`src/rtl/pat_detect_param.sv`:
```
// pat_detect_param: maskable serial pattern detector, optional saturating hit counter (PAT_DETECT_COUNT_EN)
module pat_detect_param #(
    parameter int PAT_W = 8,
    parameter int CNT_W = 16
) (
    input  logic             clk,
    input  logic             res,
    input  logic             in_valid,
    input  logic             in_data,
    input  logic             cfg_load,
    input  logic [PAT_W-1:0] pattern,
    input  logic [PAT_W-1:0] mask,
    input  logic             overlap,
    output logic             data_detected,
`ifdef PAT_DETECT_COUNT_EN
    output logic [CNT_W-1:0] hit_count,
`endif
    output logic             fill_done
);
    localparam int FW = $clog2(PAT_W + 1);
    localparam logic [FW-1:0] FULL = FW'(PAT_W);

    // only the youngest PAT_W-1 bits are kept: the oldest bit is shifted out before it could ever be compared
    logic [PAT_W-2:0] hist;
    logic [FW-1:0]    fill, fill_nxt;
    logic [PAT_W-1:0] pat_q, mask_q, cand;
    logic             ovl_q, match;

    // candidate history with the incoming bit and the masked compare against it
    always_comb begin
        cand     = {hist, in_data};
        fill_nxt = (fill == FULL) ? fill : fill + 1'b1;
        match    = (fill_nxt == FULL) && (((cand ^ pat_q) & mask_q) == '0);
    end

    // config latch, history shift, fill tracking and the detect pulse
    always_ff @(posedge clk or negedge res) begin
        if (!res) begin
            hist          <= '0;
            fill          <= '0;
            pat_q         <= '0;
            mask_q        <= '1;
            ovl_q         <= 1'b1;
            data_detected <= 1'b0;
        end else if (cfg_load) begin
            hist          <= '0;
            fill          <= '0;
            pat_q         <= pattern;
            mask_q        <= mask;
            ovl_q         <= overlap;
            data_detected <= 1'b0;
        end else if (in_valid) begin
            hist          <= cand[PAT_W-2:0];
            fill          <= (match && !ovl_q) ? '0 : fill_nxt;
            data_detected <= match;
        end else begin
            data_detected <= 1'b0;
        end
    end

    assign fill_done = (fill == FULL);

`ifdef PAT_DETECT_COUNT_EN
    // saturating count of matches since reset or the last config load
    always_ff @(posedge clk or negedge res) begin
        if (!res)
            hit_count <= '0;
        else if (cfg_load)
            hit_count <= '0;
        else if (in_valid && match && hit_count != '1)
            hit_count <= hit_count + 1'b1;
    end
`endif
endmodule

```
`config.mk`:
```
export PLATFORM = sky130hd
export DESIGN_NAME = pat_detect_param
export DESIGN_NICKNAME = d
export VERILOG_FILES = /design/src/rtl/pat_detect_param.sv
export SDC_FILE = /design/constraint.sdc
export NUM_CORES = 1
export LEC_CHECK = 0
export ABC_AREA = 1
export CAP_MARGIN = 0
export CORE_ASPECT_RATIO = 1.2
export CORE_MARGIN = 1
export CORE_UTILIZATION = 46
export CTS_CLUSTER_DIAMETER = 60
export DETAILED_ROUTE_END_ITERATION = 7
export PLACE_DENSITY_LB_ADDON = 0.12
export SLEW_MARGIN = 10
export SYNTH_ARGS = -nofsm -noshare
export SYNTH_HDL_FRONTEND = slang
export SYNTH_SLANG_ARGS = --single-unit
```
`constraint.sdc`:
```
create_clock -name clk -period 1.39 [get_ports clk]
set_clock_uncertainty 0.1 [all_clocks]
set_input_delay 0.2085 -clock clk [delete_from_list [all_inputs] [get_ports clk]]
set_output_delay 0.2085 -clock clk [all_outputs]
set_load 0.005 [all_outputs]
```
# After elaboration in Yosys (flattened, before gate mapping)
# Cells that the tools add are included.
totals:
  reg_bits: 29
  latch_bits: 0
  ramBits: 0
  rom_bits: 0
  in_bits: 22
  output_inout_bits: 2
  elab_cells: 24
  mem_count: 0
op_classes:
  addsub: 1
  multipliers: 0
  n_div: 0
  magnitude_cmp: 0
  n_eq_ne: 2
  n_shift: 0
  mux: 8
  bitwise: 2
  reduce_logical: 5
op_table:
  columns: ["cell", "count"]
  rows:
  - ["two-way mux 4 bit", 4]
  - ["two-way mux 7 bit", 2]
  - ["AND 8 bit", 1]
  - ["== test 4 bit (second input constant)", 2]
  - ["logical NOT 8 bit", 1]
  - ["bitwise XOR 8 bit", 1]
  - ["adder 4 x 1 -> 4 bit (second input constant)", 1]
  - ["logical AND 1 bit", 2]
  - ["two-way mux 1 bit", 2]
  - ["nonzero test 2 bit", 1]
  - ["logical NOT 1 bit", 1]

# Longest topological paths before layout
# Gate-level depths: netlist of run 1.
logic_depth:
  ltp_word: 8
  depth_mapped: 9
  ltp_nobuf: 9

# Worst setup path before layout of run 1
# OpenSTA, ideal clock, no wires.
synth_timing:
  path_kind: "flip-flop to flip-flop"
  from: "reg fill[0]"
  to: "reg fill[3]"
  setup_time_ns: 0.116
  arrival_time_ns: 1.178
  required_ns: 1.174
  path_slack_ns: -0.005
  path_stages_with_launch: 10
  n_path_buf: 0
  synth_period_minus_slack_ns: 1.395
  cell_sequence: "dfrtp_1 inv_1 ha_1 nand3_2 nand2_2 nand3_2 nor2_2 nand4_1 nand2_1 nand2_1"
synth_via:
  elab_chain_len: 8
  elab_cells_between_ends: 9
  classes_between: "add/sub: 1; eq/ne: 2; mux: 4; reduce/logical: 2"
synth_lines:
  columns: ["element", "line", "text"]
  rows:
  - ["start, declared", "25", "logic [FW-1:0] fill, fill_nxt;"]
  - ["start signal, assigned", "54", "fill <= (match && !ovl_q) ? '0 : fill_nxt;"]
  - ["adder 4 x 1 -> 4 bit / == test 4 bit (equally long branches)", "32", "fill_nxt = (fill == FULL) ? fill : fill + 1'b1;"]
  - ["two-way mux 4 bit *", "32", null]
  - ["== test 4 bit", "33", "match = (fill_nxt == FULL) && (((cand ^ pat_q) & mask_q) == '0);"]
  - ["logical AND 1 bit", "33", null]
  - ["logical AND 1 bit", "54", null]
  - ["two-way mux 4 bit *", "54", null]
  - ["two-way mux 4 bit *", "52", "end else if (in_valid) begin"]
  - ["two-way mux 4 bit *", "45", "end else if (cfg_load) begin"]
# Every way passes the cells marked *; elsewhere a longest branch is shown, timed or not. The select of a mux whose other input is x is not followed.
# A chain may end at the register's enable or synchronous reset.

# Worst setup path in the final report of run 1
layout_timing:
  from: "reg fill[0]"
  to: "out fill_done"
layout_via:
  elab_chain_len: 1
layout_lines:
  columns: ["element", "line", "text"]
  rows:
  - ["== test 4 bit", "61", "assign fill_done = (fill == FULL);"]
  - ["end, declared", "18", "output logic fill_done"]
# No other way between the ends.

==> results of run 1 <==
-- power by group through the flow --
| stage | sequential, uW | clock [uW] | combinational [uW] |
|---|---|---|---|
| CTS | 942 | 555 | 296 |
| finish | 942 | 546 | 306 |
| floorplan | 952 | 0 | 138 |
| global route | 948 | 598 | 344 |
| detailed placement | 957 | 0 | 280 |
| global placement | 954 | 0 | 271 |
-- through the flow --
step | setup slack (ns) | cell area [um^2] | hold WS [ns]
after floorplan | 0.0208 | 1360 | -0.187
after global placement | -0.120 | 1750 | 0.351
after detailed placement | -0.154 | 1750 | 0.354
after CTS | -0.0933 | 1850 | 0.128
after global routing | -0.189 | 1880 | 0.119
final | -0.114 | 1880 | 0.122
-- critical path, delay by kind of cell, from the launching register on --
family / cells / cell delay (ns)
adder cells (fa/ha/maj): 1 / 0.15
AND/OR/NAND/NOR: 1 / 0.06
buffers and inverters: 3 / 0.24
flip-flops: 1 / 0.41
-- repair_timing --
item	in CTS	in global routing
resized for setup	12	6
setup endpoints to repair	4	4
pin swaps	4	2
cloned	0	0
buffers inserted	2	0
-- worst max-delay path by stage --
stage	startpoint	end	slack, ns	cells after the start
global placement	fill[0]	fill_done	-0.12	5
global route	fill[0]	fill[3]	-0.19	10
floorplan	fill[0]	fill[3]	0.02	9
finish	fill[0]	fill_done	-0.11	5
detailed placement	fill[1]	fill_done	-0.15	5
CTS	fill[1]	fill_done	-0.09	5
-- sequential cells by signal (all words and copies together), names as in the netlist --
| signal | flops |
|---|---|
| pat_q | 8 |
| ovl_q | 1 |
| fill | 4 |
| mask_q | 8 |
| data_detected | 1 |
| hist | 7 |
-- layout make-up --
cell class,instances,area (um^2),area share
flip-flops and latches,29,737,0.392
well taps,34,42.5,0.0226
repair buffers,42,387,0.205
clock buffers,8,58.8,0.0313
inverters,26,100,0.0532
multi-input cells,107,557,0.296
-- kinds of logic after synthesis --
logic type                 Yosys count  share of synthesized area
adders and majority gates            2                     0.0184
AOI/OAI and AO/OA                   21                     0.0872
and+or+nand+nor                     84                      0.264
buffers and inverters               30                     0.0900
DFF                                 29                      0.541
-- cell usage in the layout, fill, tap and decap left out, types with 8 or more instances in the layout --
| master | synthesis | layout |
|---|---|---|
| sky130_fd_sc_hd__o21ai_1 | 9 | 9 |
| sky130_fd_sc_hd__buf_4 | 1 | 16 |
| sky130_fd_sc_hd__nand2_1 | 62 | 61 |
| sky130_fd_sc_hd__o22ai_1 | 9 | 8 |
| sky130_fd_sc_hd__nand3_1 | 11 | 10 |
| sky130_fd_sc_hd__dfstp_2 | 9 | 9 |
| sky130_fd_sc_hd__dfrtp_1 | 20 | 20 |
| sky130_fd_sc_hd__inv_1 | 22 | 20 |
| sky130_fd_sc_hd__clkdlybuf4s50_1 | 0 | 21 |
-- layer usage --
| metal | wire, um | part of all wire | global-route usage |
|---|---|---|---|
| met1 | 1250 | 0.43 | 0.251 |
| met2 | 1410 | 0.49 | 0.364 |
| met3 | 150 | 0.052 | 0.0691 |
| met4 | 68 | 0.024 | 0.120 |
| met5 | 0 | 0 | 0 |
==> results.md, run 1 <==
Route:
- Dividing the detail-routed wire length by the instance count gives 11.7 um.
- The antenna violation net count after detailed routing is 0.
- The number of detailed-route iterations in the first pass is 4.
- The total via count after detailed routing is 1199.
- The final layout contains routed wiring with a total length of 2880 um.
- After detailed routing, the number of remaining DRC violations is 0.
- In the routed layout, each cell is associated on average with a via count of 4.87.
- In this run, the number of DRC markers left after iteration 0 of detailed routing was 30.

Critical path:
- Of all nets on the critical path, the largest fanout is 2.
- The startpoint identified for the worst register-to-register timing path is fill[0].
- Data on the critical path arrives at its endpoint at 1.20 ns.
- The cell at the slowest stage of the critical path is sky130_fd_sc_hd__dfrtp_1.
- STA classifies the critical path endpoint as an output port.
- The critical path is of the flip-flop to output port type.
- The endpoint identified for the worst register-to-register timing path is fill[3].
- The critical path goes through inv_2, ha_4, nand3_4, inv_1, buf_2.
- The worst setup slack for register-to-register paths is -0.08 ns.
- The critical path data required time is 1.08 ns.
- The length in cells of the worst reg-to-reg path is 10.
- For this run, the slowest stage of the critical path takes 0.41 ns.
- STA classifies the critical path startpoint as a flip-flop.

Floorplanning:
- After floorplanning, the core was sized to cover 2810 um^2.
- The initial standard-cell utilization of the core is 0.485.
- The die is 51.7 um wide.
- In this run the count of I/O pins placed on the die edge is 24.
- The chip height is 61.6 um.
- The floorplan step defined a die boundary enclosing 3180 um^2.
- The site row count is 21.

Finish:
- After the flow finishes, the layout carries non-filler instances totaling 246.
- The net count of the finished layout is 235.
- The count of filler cells inserted in the layout is 243.
- The final antenna diode count is 0.
- The area added between synthesis and finish is 38.1%.
- The final design utilization is 0.669.
- The share of layout cells above drive strength 1 is 0.245.

Timing:
- The headroom to the max-slew limit is 0.856.
- For this run, the top clock speed supported by timing is 665 MHz.
- Setup repair after global routing could not meet its margin everywhere.
- The time the worst path needs with I/O delays and setup is 1.50 ns.
- The count of endpoints failing setup in the final report is 4.
- The final number of hold-violating endpoints is 0.
- For the pin with the worst max-slew slack, the measured transition is 0.215 ns.
- The final count of pins violating max slew is 0.
- The summed negative setup slack over all endpoints is -0.248 ns.
- In the finished design, the share of the clock period the worst path needs comes to 1.08.
- The worst path setup slack after routing is -0.114 ns.

Flow run:
- The max-cap check violation count is 0.

Clock network:
- The post-cts hold buffer count is 0.
- After clock tree synthesis, the clock-pin slew on the worst setup and hold paths is 0.10 ns.
- The number of H-tree levels is 2.
- No sink is reached through more buffers than the 2 on the longest clock path.
- The clock network latency to the later pin of the worst-skew pair is 0.33 ns.
- The TritonCTS clock tree is built.
- The library cell used as clock root buffer is sky130_fd_sc_hd__clkbuf_4.
- The number of clock buffers inserted by TritonCTS is 5.
- The clock net in this run drives a total of 29 sinks.

Outcome:
- The final reports fail on negative setup slack.
- The flow ran to the end, but the final reports show violations.

Synth:
- For this run, the register share of the synthesized area comes to 0.541.
- The synthesized design contains 0 enable-type register cells.
- Of the post-synthesis cell area, the dominant cell type holds 0.367.
- The async set-or-reset flop fraction in the synthesized netlist is 1.00.
- Yosys printed 0 warnings.
- By area the synthesized netlist is led by sky130_fd_sc_hd__dfrtp_1, sky130_fd_sc_hd__dfstp_2, sky130_fd_sc_hd__nand2_1, sky130_fd_sc_hd__inv_1, sky130_fd_sc_hd__o22ai_1.
- The most used flip-flop cell after synthesis is sky130_fd_sc_hd__dfrtp_1.
- The most frequent cell after synthesis is sky130_fd_sc_hd__nand2_1.
- The number of unique standard cell types used by synthesis is 19.
- After synthesis, the mean cell area works out to 8.21 um^2.
- Synthesis produced a netlist with a net count of 190.
- By count the netlist is led by sky130_fd_sc_hd__nand2_1, sky130_fd_sc_hd__inv_1, sky130_fd_sc_hd__dfrtp_1.
- Summed over all instances, the cell type with the most area after synthesis is sky130_fd_sc_hd__dfrtp_1.
- The gate count after technology mapping is 166.
- After synthesis the cells add up to 1360 um^2.
- The register bit total from synthesis is 29.

Placement:
- After legalization and detailed placement, the total HPWL measured 2010 um.
- During placement, the flow inserted port buffers numbering 23.
- The total placed cells including tap cells is 236.
- The final weighted congestion in routability-driven placement is 0.766.

GRT:
- The global-route wire length before repair is 4850 um.
- The initial antenna violation count is 0.
- The remaining global-route overflow is 0.
- Entering global routing, the biggest net connects 30 pins.
- The total track usage is 0.218.
- The number of global-route vias before repair was 1136.

Power and ir drop:
- In this run the power spent charging and discharging nets is 478 uW.
- Dividing total power by cell area gives a power density of 953 nW/um^2.
- IR analysis of the VDD net gives a maximum drop of 728 uV.
- The design draws 1790 uW.
- Of the total power, the share spent switching nets is 0.266.
- The clock network power share is 0.305.
- The static leakage is 0.000908 uW.
- Of the total power, registers draw 0.525.
- The cell internal power dissipation is 1320 uW.
- The logic gate share of total power is 0.170.

Worst hold path:
- The worst hold path belongs to the class input port to async pin.
No activity file was read; power rests on OpenSTA's default activity.
==> run 2: changes to the inputs <==
--- a/config.mk
+++ b/config.mk
@@ -9,9 +9,10 @@
 export CAP_MARGIN = 0
 export CORE_ASPECT_RATIO = 1.2
 export CORE_MARGIN = 1
-export CORE_UTILIZATION = 46
+export CORE_UTILIZATION = 55
 export CTS_CLUSTER_DIAMETER = 60
 export DETAILED_ROUTE_END_ITERATION = 7
+export GPL_ROUTABILITY_DRIVEN = 0
 export PLACE_DENSITY_LB_ADDON = 0.12
 export SLEW_MARGIN = 10
 export SYNTH_ARGS = -nofsm -noshare
==> constraint.sdc (replaced) <==
create_clock -name clk -period 1.93 [get_ports clk]
set_clock_uncertainty 0.1 [all_clocks]
set_input_delay 0.2895 -clock clk [delete_from_list [all_inputs] [get_ports clk]]
set_output_delay 0.2895 -clock clk [all_outputs]
set_load 0.005 [all_outputs]
==> run 2 against run 1 <==
Net effect:
- the run now ends clean
- hold slack better by 0.12 ns
- power down 32%
- non-clock buffer count down 13
- critical path type unchanged
- largest power group unchanged
- highest routed layer unchanged
==> results.md, run 2 (synthesis gave the netlist of run 1 again) <==
Clock network:
- The TritonCTS clock tree is built.
- Clock tree synthesis found a total of 29 sinks.
- Counting the buffers created by CTS gives 5.
- The number of hold buffers added after CTS was 0.
- The number of H-tree levels is 2.
- The library cell used as clock root buffer is sky130_fd_sc_hd__clkbuf_4.
- The clock transition at the register clock pins on the worst setup and hold paths after CTS is 0.09 ns.
- The clock passes through at most 2 buffers.
- Clock latency on the worst-skew pair, taken at its later pin, is 0.32 ns.

Critical path:
- Measured in cells, the most critical reg-to-reg path has a length of 10.
- STA puts the critical path data required time at 1.54 ns.
- The startpoint of the most critical setup path is fill[0].
- The startpoint of the most critical register-to-register path is fill[0].
- The delay of the slowest cell on the worst path is 0.41 ns.
- The worst setup path endpoint is fill_done.
- The slowest stage of the critical path belongs to the cell sky130_fd_sc_hd__dfrtp_1.
- The critical path capture point type is an output port.
- The signal on the critical path passes through inv_2, ha_4, nand3_2, inv_1, dlygate4sd2_1.
- For flop-to-flop paths, the worst setup slack is 0.37 ns.
- The worst setup path is of the flip-flop to output port kind.
- The worst path buffer plus inverter count is 3.
- In this run the critical register-to-register path is captured at fill[3].
- At the worst endpoint, the arrival time is 1.35 ns.
- STA classifies the critical path startpoint as a flip-flop.
- The total number of cells along the worst setup path is 5.
- The largest delay contributor family on the critical path is flip-flops.
- The top fanout value on the critical path is 3.

Floorplanning:
- The initial standard-cell utilization of the core is 0.591.
- The die covers 2680 um^2.
- The floorplan step set the die width to 47.4 um.
- Row generation in the floorplan step produced 19 rows.
- During I/O placement, the number of pins put on the boundary was 24.
- The total area inside the core boundary comes to 2310 um^2.
- Measured along the y axis, the die boundary spans 56.5 um.

Timing:
- The worst pin sits at a relative slew slack of 0.762.
- The summed negative setup slack over all endpoints is 0 ns.
- The final count of pins violating max slew is 0.
- The final number of hold-violating endpoints is 0.
- Counting I/O delays and the setup requirement, the final critical path takes 1.74 ns.
- After layout, the worst setup slack is 0.188 ns.
- The achievable frequency is 574 MHz.
- Setup repair after global routing left no endpoint under its margin.
- Setup violations remaining at the end of the flow were counted as 0.
- Of the available clock period, the critical path in the final layout requires 0.903.
- The measured slew at the worst slew-check pin is 0.357 ns.

Power and ir drop:
- The power density over the cells is 711 nW/um^2.
- The internal power of the cells totals 893 uW.
- The worst vdd rail ir drop is 677 uV.
- Of the total power, combinational logic draws 0.161.
- The share of total power dissipated in sequential elements is 0.558.
- The analysis attributes to net switching a power of 325 uW.
- The static leakage is 0.000831 uW.
- The net switching share of the total power is 0.267.
- The clock network power share is 0.281.

Flow run:
- The max-cap check violation count is 0.

Finish:
- The library cell used most frequently in the layout, excluding fill and tap cells, is sky130_fd_sc_hd__nand2_1.
- The largest registers in the layout are mask_q: 8 flops, pat_q: 8 flops, hist: 7 flops.
- The area added between synthesis and finish is 25.8%.
- Leaving out fill and tap cells, the most frequent cells in the layout are sky130_fd_sc_hd__nand2_1, sky130_fd_sc_hd__clkdlybuf4s50_1, sky130_fd_sc_hd__inv_1, sky130_fd_sc_hd__dfrtp_1, sky130_fd_sc_hd__nand3_1.
- The count of nets after finishing is 222.
- The count of filler cells inserted in the layout is 187.
- After routing the design area is 1710 um^2.
- The share of layout cells above drive strength 1 is 0.166.
- The final antenna diode count is 0.

Route:
- After detailed routing, the total wire length is 3080 um.
- The first detailed-routing pass took 4 iterations.
- The total via count after detailed routing is 1171.
- The starting DRC count in detailed routing is 26.
- In the final routed layout, each cell accounts on average for 13.4 um.
- Using the TritonRoute via totals, the vias-per-cell ratio works out to 5.09.
- For this run, design rule violations remaining after detail routing come to 0.
- The antenna violation net count after detailed routing is 0.

GRT:
- The total track usage is 0.273.
- The number of global-route vias before repair is 1155.
- The maximum number of pins on one net before global-route repair is 30.
- Global routing finished with a remaining overflow of 0.
- The global-route wire length before repair is 5090 um.
- The initial antenna violation count is 0.

Outcome:
- The run finished with clean final reports.

Placement:
- The number of port buffers is 23.
- In this run the cell area measured after placement is 1630 um^2.
- The setup slack at placement is 0.110 ns.
- The HPWL after detailed placement is 2160 um.

Worst hold path:
- The path class of the lowest-slack min-delay path is input port to async pin.
-- run 2: how the worst min path moves through the flow --
| stage | startpoint | to | depth (start not counted) |
|---|---|---|---|
| floorplan | res | data_detected | 0 |
| global placement | mask_q[3] | mask_q[3] | 2 |
| detailed placement | mask_q[6] | mask_q[6] | 2 |
| CTS | res | fill[2] | 2 |
| global route | res | hist[5] | 2 |
| finish | res | fill[2] | 2 |
-- run 2: metal layers --
metal	vias to the layer above	routed length (um)	GRT usage
li1	588	-	-
met2	35	1660	0.452
met3	4	110	0.0482
met5	-	0	0
met1	544	1250	0.336
met4	0	53	0.110
-- run 2: repair_timing --
item / CTS / global route
resized for setup: 5 / 0
buffers inserted: 3 / 0
setup endpoints to repair: 1 / 0
-- run 2: area by class of cell --
class | instances | area [um^2] | share of cell area
sequential | 29 | 737 | 0.430
inverter | 26 | 100 | 0.0584
multi-input combinational | 107 | 515 | 0.301
clock buffer | 8 | 48.8 | 0.0285
timing repair buffer | 29 | 274 | 0.160
tap | 31 | 38.8 | 0.0226
-- run 2: power groups by stage --
stage,registers (uW),clock network (uW),logic (uW)
4_1_cts,679,352,196
3_3_place_gp,690,0,168
5_1_grt,684,374,221
3_5_place_dp,691,0,179
6_report,680,342,196
2_1_floorplan,685,0,99.4
-- run 2: metrics by stage --
step           hold WS, ns  instances  utilization  total power, uW
5_1_grt              0.286        230        0.743             1280
3_5_place_dp         0.356        219        0.708              870
6_report             0.247        230        0.743             1220
3_3_place_gp         0.355        219        0.708              858
2_1_floorplan       -0.106        166            -              785
4_1_cts              0.253        230        0.743             1230
==> run 3: changes to the inputs <==
--- a/config.mk
+++ b/config.mk
@@ -13,7 +13,7 @@
 export CTS_CLUSTER_DIAMETER = 60
 export DETAILED_ROUTE_END_ITERATION = 7
 export GPL_ROUTABILITY_DRIVEN = 0
-export PLACE_DENSITY_LB_ADDON = 0.12
+export PLACE_DENSITY = 0.8
 export SLEW_MARGIN = 10
 export SYNTH_ARGS = -nofsm -noshare
 export SYNTH_HDL_FRONTEND = slang
==> run 3 against run 2 <==
Net effect:
- routed wire length fell by 8.4%
- clock power increased by 52%
- utilization rose by 2.2 points
- sequential cell count did not move
- power rose by 14%
- largest power group unchanged
- sequential power about the same
- non-clock buffer count grew 2
- largest cell class unchanged
==> results.md, run 3 (synthesis gave the netlist of run 1 again) <==
Outcome:
- The flow ran to the end, and the final reports show no timing, DRC or antenna violations.

Critical path:
- The signal arrival time at the worst endpoint is 1.36 ns.
- The critical setup path kind is flip-flop to output port.
- STA classifies the critical path startpoint as a flip-flop.
- The length in cells of the worst reg-to-reg path is 10.
- The top fanout value on the critical path is 3.
- Data on the critical path is required at its endpoint by 1.54 ns.
- The worst setup path is captured at an output port.

Floorplanning:
- The number of top-level design ports is 24.
- The horizontal extent of the die is 47.4 um.
- The total area inside the core boundary comes to 2310 um^2.
- In this run the vertical extent of the chip is 56.5 um.
- After floorplanning, the core was divided into 19 placement rows.
- The die covers 2680 um^2.
- The initial standard-cell utilization of the core is 0.591.

Finish:
- Excluding fillers, the count of instances in the completed layout stands at 232.
- The final antenna diode count is 0.
- In the layout the commonest cells are sky130_fd_sc_hd__nand2_1, sky130_fd_sc_hd__clkdlybuf4s50_1, sky130_fd_sc_hd__inv_1, sky130_fd_sc_hd__dfrtp_1, sky130_fd_sc_hd__nand3_1.
- The share of layout cells above drive strength 1 is 0.184.
- The largest registers in the layout are mask_q: 8 flops, pat_q: 8 flops, hist: 7 flops.
- The final design utilization is 0.766.
- The library cell used most frequently in the layout, excluding fill and tap cells, is sky130_fd_sc_hd__nand2_1.
- The net count of the finished layout is 224.
- After filler insertion, the fill cell instance count of the layout stands at 167.
- The area of all placed cells without fillers is 1770 um^2.
- The area added between synthesis and finish is 29.6%.

Route:
- The total via count after detailed routing is 1182.
- After detailed routing, the total wire length is 2820 um.
- The number of design rule violations left after detail routing is 0.
- Before antenna repair, the detailed router went through 4 iterations.
- Once detail routing completed, the nets flagged for antenna violations numbered 0.
- In the routed layout, each cell is associated on average with a via count of 5.09.
- The starting DRC count in detailed routing is 31.
- The average detailed-routed wire length per instance is 12.2 um.

Timing:
- The final number of hold-violating endpoints is 0.
- The measured slew at the worst slew-check pin is 0.350 ns.
- Setup violations remaining at the end of the flow were counted as 0.
- Headroom to the max-slew limit came out at 0.767.
- The share of the cycle needed by the critical path after routing is 0.906.
- The final count of pins violating max slew was 0.
- The time the worst path needs with I/O delays and setup is 1.75 ns.
- Setup repair after global routing left no endpoint under its margin.
- The achievable frequency is 572 MHz.
- The summed negative setup slack over all endpoints is 0 ns.
- Final hold analysis gives a worst-case slack of 0.218 ns.

Clock network:
- Buffers inserted during clock tree synthesis total 5.
- The maximum count of clock buffers along a single path is 2.
- At the later pin of the worst-skew pair, clock insertion delay measures 0.33 ns.
- The TritonCTS clock tree is built.
- The TritonCTS sink count is 29.
- The library cell used as clock root buffer is sky130_fd_sc_hd__clkbuf_4.
- The clock transition at the register clock pins on the worst setup and hold paths after CTS is 0.10 ns.
- The number of H-tree levels is 2.

Power and ir drop:
- In this run the static leakage power is 0.000859 uW.
- Power spread over the standard cell area amounts to 789 nW/um^2.
- The worst vdd rail ir drop is 718 uV.

GRT:
- The initial antenna violation count is 0.
- The first global-routing pass estimated 4750 um of wire.
- In the global route stage, overall resource usage came out at 0.255.
- Entering global routing, the biggest net connects 30 pins.
- The remaining global-route overflow is 0.
- The number of global-route vias before repair is 1151.

Placement:
- The number of port buffers is 23.
- Summed over all nets, the half-perimeter wirelength after detailed placement is 2030 um.
- Summing all placed instances gives a cell area of 1640 um^2.
- In this run, placement finished with an instance count of 220.

Flow run:
- The max-cap check violation count is 0.

Worst hold path:
- The path class of the lowest-slack min-delay path is input port to async pin.
-- run 3: cell count changes in the layout (fill, tap and decap cells not counted) --
cell / previous run / this run
sky130_fd_sc_hd__buf_4: 6 / 8
sky130_fd_sc_hd__bufinv_16: 0 / 1
sky130_fd_sc_hd__clkbuf_1: 3 / 1
sky130_fd_sc_hd__clkbuf_8: 0 / 1
-- run 3: worst max-delay path, stage by stage, from the launching register on --
cell,delay (ns)
sky130_fd_sc_hd__dfrtp_1,0.42
sky130_fd_sc_hd__inv_2,0.09
sky130_fd_sc_hd__ha_4,0.13
sky130_fd_sc_hd__nand3_2,0.10
sky130_fd_sc_hd__inv_1,0.06
sky130_fd_sc_hd__dlygate4sd2_1,0.22
-- run 3: timing repair --
action,CTS,global route
hold buffers,0,0
gates resized for setup,5,0
buffers inserted,4,0
endpoints found under the setup margin,1,0
-- run 3: metrics by stage --
stage                     setup slack, ns  power, uW
final                               0.181       1390
after global routing                0.134       1450
after CTS                           0.185       1400
after detailed placement            0.138        869
after global placement              0.213        859
after floorplan                     0.535        785
-- run 3: area by class of cell --
type,count,area (um^2),area share
Timing Repair Buffer,31,289,0.164
Clock buffer,7,55.1,0.0312
Inverter,26,100,0.0567
Clock inverter,1,30.0,0.0170
Multi-Input combinational cell,107,515,0.292
Tap cell,31,38.8,0.0220
Sequential cell,29,737,0.417
-- run 3: worst paths after layout --
| path | from | to | slack, ns |
|---|---|---|---|
| min in group clk | mask[7] | mask_q[7] | 0.36 |
| worst max register to register | fill[1] | fill[3] | 0.38 |
| worst min-delay path | res | fill[3] | 0.22 |
| worst min register to register | mask_q[3] | mask_q[3] | 0.37 |
| worst max-delay path | fill[1] | fill_done | 0.18 |
| max in group asynchronous | res | mask_q[3] | 1.18 |
-- run 3: routing by layer --
layer / track usage / vias up / wire, um
met3: 0.0804 / 7 / 113
met1: 0.291 / 555 / 1160
met5: 0 / - / 0
met4: 0.127 / 0 / 57
met2: 0.411 / 30 / 1490
li1: - / 590 / -
-- run 3: power breakdown --
group / internal, uW / switching, uW
registers: 658 / 20.6
logic: 92.7 / 102
clock network: 309 / 210
total: 1060 / 333
